`src/rtl/addsub_arbiter.sv`:
```
// Two-requester round-robin front end sharing one 8-bit adder/subtractor.
// Accepts one operation at a time: IDLE -> EXEC -> RESP.
module adder_subtractor (
    input  logic [7:0] a,
    input  logic [7:0] b,
    input  logic       mode,
    output logic [7:0] result,
    output logic       ovfl
);
    logic [7:0] w_bx;

    assign w_bx   = mode ? ~b : b;
    assign result = a + w_bx + {7'd0, mode};
    // Overflow when effective operands agree in sign but the result does not.
    assign ovfl   = (a[7] == w_bx[7]) && (result[7] != a[7]);
endmodule

module addsub_arbiter (
    input  logic       clk,
    input  logic       rst_n,
    input  logic       req0_valid,
    input  logic [7:0] req0_a,
    input  logic [7:0] req0_b,
    input  logic       req0_mode,
    output logic       req0_ready,
    input  logic       req1_valid,
    input  logic [7:0] req1_a,
    input  logic [7:0] req1_b,
    input  logic       req1_mode,
    output logic       req1_ready,
    output logic       rsp_valid,
    input  logic       rsp_ready,
    output logic       rsp_id,
    output logic [7:0] rsp_result,
    output logic       rsp_ovfl,
    output logic [7:0] ops_done
);
    typedef enum logic [1:0] {
        S_IDLE = 2'd0,
        S_EXEC = 2'd1,
        S_RESP = 2'd2
    } state_t;

    state_t     r_state;
    state_t     w_next;
    logic       r_last;
    logic [7:0] r_a;
    logic [7:0] r_b;
    logic       r_mode;
    logic       r_id;
    logic [7:0] r_result;
    logic       r_ovfl;
    logic [7:0] r_ops;

    logic       w_gnt0;
    logic       w_gnt1;
    logic       w_accept;
    logic [7:0] w_res;
    logic       w_ovfl;

    // Round-robin: a lone requester wins; on contention the one not last served.
    assign w_gnt0   = req0_valid && (!req1_valid || r_last);
    assign w_gnt1   = req1_valid && (!req0_valid || !r_last);
    assign w_accept = (r_state == S_IDLE) && (w_gnt0 || w_gnt1);

    adder_subtractor u_alu (
        .a      (r_a),
        .b      (r_b),
        .mode   (r_mode),
        .result (w_res),
        .ovfl   (w_ovfl)
    );

    always_ff @(posedge clk) begin
        if (!rst_n) begin
            r_state <= S_IDLE;
        end else begin
            r_state <= w_next;
        end
    end

    always_comb begin
        w_next = r_state;
        unique case (r_state)
            S_IDLE:  if (w_gnt0 || w_gnt1) w_next = S_EXEC;
            S_EXEC:  w_next = S_RESP;
            S_RESP:  if (rsp_ready) w_next = S_IDLE;
            default: w_next = S_IDLE;
        endcase
    end

    always_comb begin
        req0_ready = 1'b0;
        req1_ready = 1'b0;
        rsp_valid  = 1'b0;
        unique case (r_state)
            S_IDLE: begin
                req0_ready = rst_n && w_gnt0;
                req1_ready = rst_n && w_gnt1;
            end
            S_RESP:  rsp_valid = rst_n;
            default: ;
        endcase
    end

    always_ff @(posedge clk) begin
        if (!rst_n) begin
            r_last   <= 1'b1;
            r_a      <= 8'h00;
            r_b      <= 8'h00;
            r_mode   <= 1'b0;
            r_id     <= 1'b0;
            r_result <= 8'h00;
            r_ovfl   <= 1'b0;
            r_ops    <= 8'h00;
        end else begin
            if (w_accept) begin
                r_a    <= w_gnt1 ? req1_a : req0_a;
                r_b    <= w_gnt1 ? req1_b : req0_b;
                r_mode <= w_gnt1 ? req1_mode : req0_mode;
                r_id   <= w_gnt1;
                r_last <= w_gnt1;
            end
            if (r_state == S_EXEC) begin
                r_result <= w_res;
                r_ovfl   <= w_ovfl;
            end
            if (r_state == S_RESP && rsp_ready) begin
                r_ops <= r_ops + 8'd1;
            end
        end
    end

    assign rsp_id     = r_id;
    assign rsp_result = r_result;
    assign rsp_ovfl   = r_ovfl;
    assign ops_done   = r_ops;
endmodule
```
`config.mk`:
```
export PLATFORM = sky130hd
export DESIGN_NAME = addsub_arbiter
export DESIGN_NICKNAME = d
export VERILOG_FILES = /design/src/rtl/addsub_arbiter.sv
export SDC_FILE = /design/constraint.sdc
export NUM_CORES = 1
export LEC_CHECK = 0
export ABC_AREA = 1
export CORE_MARGIN = 4
export CORE_UTILIZATION = 40
export CTS_CLUSTER_DIAMETER = 200
export CTS_CLUSTER_SIZE = 40
export DETAILED_ROUTE_END_ITERATION = 10
export PLACE_DENSITY = 0.69
export SLEW_MARGIN = 10
export SYNTH_ARGS = -nofsm -noshare
export SYNTH_HDL_FRONTEND = slang
export SYNTH_SLANG_ARGS = --single-unit
```
`constraint.sdc`:
```
create_clock -name clk -period 4.4 [get_ports clk]
set_input_delay 0.66 -clock clk [delete_from_list [all_inputs] [get_ports clk]]
set_output_delay 0.66 -clock clk [all_outputs]
set_load 0.02 [all_outputs]
```
==> flow_summary.ini <==
[clock_network]
clk_pin_slew_worst_paths_ps = 70
post_cts.resized_instances = 0
cts_buffer_depth = 2
postCtsSetupRepairBufs = 0
number_of_buffers_inserted_during_clock_tree_synthesis = 5
postCtsHoldBufs = 0
root_buffer = sky130_fd_sc_hd__clkbuf_8
tritoncts = built
htree_num_levels = 2
worst_skew_pair.late_latency_ps = 280
cts.sink_count = 38

[min_path]
hp-start = ops_done[7]
hold_depth = 1
timing.hold.worst.class = flop to flop

[placed_design]
placedInstanceArea_um2 = 2675
portBuffers = 59
dp_slack_ps = 1318
half_perimeter_wire_length_after_placement_um = 3490
routabilityCongestion = 0.7942

[final_layout]
fin_area_um2 = 2766
diodes = 0
design.final.nets = 388
synthToLayoutAreaGrowth_pct = 35.48
area.sequential_um2 = 760.7
final_layout_size_suffix_gt1_share_pct = 5.865
multiInputGateArea_um2 = 1116
n_fill_cell = 480

[status]
outcome = completed

[worst_setup_path]
rr_endpoint = rsp_ovfl
worst_path_most_repeated_cell = sky130_fd_sc_hd__clkdlybuf4s50_1
cp.arrival_ps = 2400
r2r_worst_path_depth = 12
timing.critical_path.cells = clkdlybuf4s50_1, inv_1, a21oi_2, buf_4, inv_2, nor2_1, clkdlybuf4s50_1
critical_path_buf_inv_count = 5
cell_with_the_largest_stage_delay_on_the_worst_path = sky130_fd_sc_hd__clkdlybuf4s50_1
cp_num_cells = 7
crit_path_start = req1_valid
critical_path.top_delay_family = buffers and inverters
timing.reg2reg.setup_slack_ps = 2410
crit_required_ps = 3740
crit_type = input port to output pin
startpoint_type = input port
path_max_fanout = 19
critical_path.max_stage_delay_ps = 610
rr_startpoint = r_mode
cp-end-kind = output pin
critical_path_destination = req1_ready

[floorplan]
chipWidth_um = 79.45
initial_utilization_pct = 42.12
num_rows = 25
die_height_um = 79.45
design.die.area_um2 = 6312
core_um2 = 4848
ioPinCount = 60

[yosys]
post_synth_num_cell_types = 36
ys.flop_type = sky130_fd_sc_hd__dfxtp_1
syn-num-nets = 331
number_of_synthesized_flops_with_an_enable_pin = 0
synth_seq_cells = 38
async_reset_ff_share_pct = 0
netlist_area_um2 = 2042
syn-mean-instance-area_um2 = 7.215
synth_seq_area_share_pct = 37.25
syn-instance-count = 283
ys_warn_count = 0

[sta]
timing_worst_slew_pin_value_ps = 1006
postLayoutSetupSlackWorst_ps = 1336
achievable-frequency_ghz = 0.3264
post-route-min-period_ps = 3064
fin_skew_ps = 5.169
timing.final.crit_share_pct = 69.63
report.final.slew_viol_count = 0
maxSlewHeadroom_pct = 32.72
timing_hold_violations_final = 0
hold-worst-slack_ps = 450.8
unrepaired_setup_endpoints_after_global_routing = no
setup_tns_ps = 0
report.final.setup_viol = 0

[detailed_routing]
route.detailed.wl_per_inst_um = 10.85
iteration_0_drc_markers = 50
first_pass_iters = 4
routed_wirelength_um = 4427
antenna_violating_nets_post_route = 0
via_count = 1914
vias_per_inst = 4.691
drc_violation_count_after_routing = 0

[power_and_ir_drop]
cellPowerDensity_nw_per_um2 = 340.1
total_power_mw = 0.9409
power.static_leakage_nw = 1.222
worst_ir_drop_vdd_uv = 139.9

[global_routing]
overflow = 0
grt_antenna_before_repair = 0
grt_usage_pct = 14.89
wire_length_of_the_first_global_routing_pass_um = 7590
vias_in_the_first_global_route = 1785
grt_max_degree = 36

[run]
max_cap_viol_count = 0
where the power goes:
| part | switching (mW) | internal, mW |
|---|---|---|
| clock network | 0.117 | 0.126 |
| logic | 0.157 | 0.134 |
| registers | 0.0268 | 0.379 |
stage by stage:
| step | instances | utilization (%) |
|---|---|---|
| after floorplan | 283 | - |
| after global placement | 400 | 55.17 |
| after detailed placement | 400 | 55.17 |
| after CTS | 408 | 57.06 |
| after global routing | 408 | 57.06 |
| final | 408 | 57.06 |
synthesized netlist by cell type (all sizes together) (4+ instances only):
library cell | count | area [um2]
nand2 | 71 | 266.5
dfxtp | 38 | 760.7
inv | 29 | 108.9
nor2 | 27 | 111.4
o21ai | 26 | 130.1
a31oi | 18 | 112.6
a21oi | 14 | 73.82
nand3 | 14 | 87.59
xor2 | 9 | 78.83
ha | 8 | 100.1
buf | 7 | 40.03
clkbuf | 4 | 16.26
worst min-delay path by stage:
stage | end | slack [ps]
2_1_floorplan | r_last | 460
3_3_place_gp | ops_done[7] | 430
3_5_place_dp | ops_done[7] | 450
4_1_cts | ops_done[7] | 460
5_1_grt | ops_done[7] | 490
6_report | ops_done[7] | 450
cell type report:
type | count | area share, %
tap | 67 | 3.030
multi-input combinational | 205 | 40.34
clock buffer | 7 | 3.121
inverter | 29 | 3.935
sequential | 38 | 27.50
clock inverter | 1 | 0.1809
timing repair buffer | 61 | 21.89
cells in the final DEF (no fill, tap or decap), types with 2 or more instances in the layout:
cell / n
sky130_fd_sc_hd__a21o_1: 2
sky130_fd_sc_hd__a21oi_1: 13
sky130_fd_sc_hd__a31oi_1: 18
sky130_fd_sc_hd__buf_4: 2
sky130_fd_sc_hd__clkbuf_8: 6
sky130_fd_sc_hd__clkdlybuf4s50_1: 59
sky130_fd_sc_hd__dfxtp_1: 38
sky130_fd_sc_hd__ha_1: 8
sky130_fd_sc_hd__inv_1: 28
sky130_fd_sc_hd__nand2_1: 71
sky130_fd_sc_hd__nand3_1: 12
sky130_fd_sc_hd__nand4_1: 3
sky130_fd_sc_hd__nor2_1: 25
sky130_fd_sc_hd__o21ai_0: 25
sky130_fd_sc_hd__xor2_1: 9
metal layers:
layer	wire length [um]	vias to the layer above	global-route usage, %
met5	0	-	0
met4	48	0	4.639
met3	271	5	4.853
met2	1994	54	24.12
met1	2112	809	18.71
li1	-	1046	-
sequential cells by signal (all words and copies together), names as in the netlist:
register and cells:
r_mode 1, r_b 8, rsp_ovfl 1, rsp_id 1
r_last 1, r_a 8, rsp_result 8, r_state 2
ops_done 8
kinds of logic after synthesis:
| family | count (synthesis) | share of synthesized area, % |
|---|---|---|
| buffers and inverters | 40 | 8.087 |
| adder cells (fa/ha/maj) | 9 | 5.883 |
| AO/OA/AOI/OAI | 64 | 17.95 |
| AND/OR/NAND/NOR | 122 | 26.53 |
| flip-flops | 38 | 37.25 |
| XOR/XNOR | 10 | 4.290 |
Note: power is estimated with default switching activity, not from simulation.
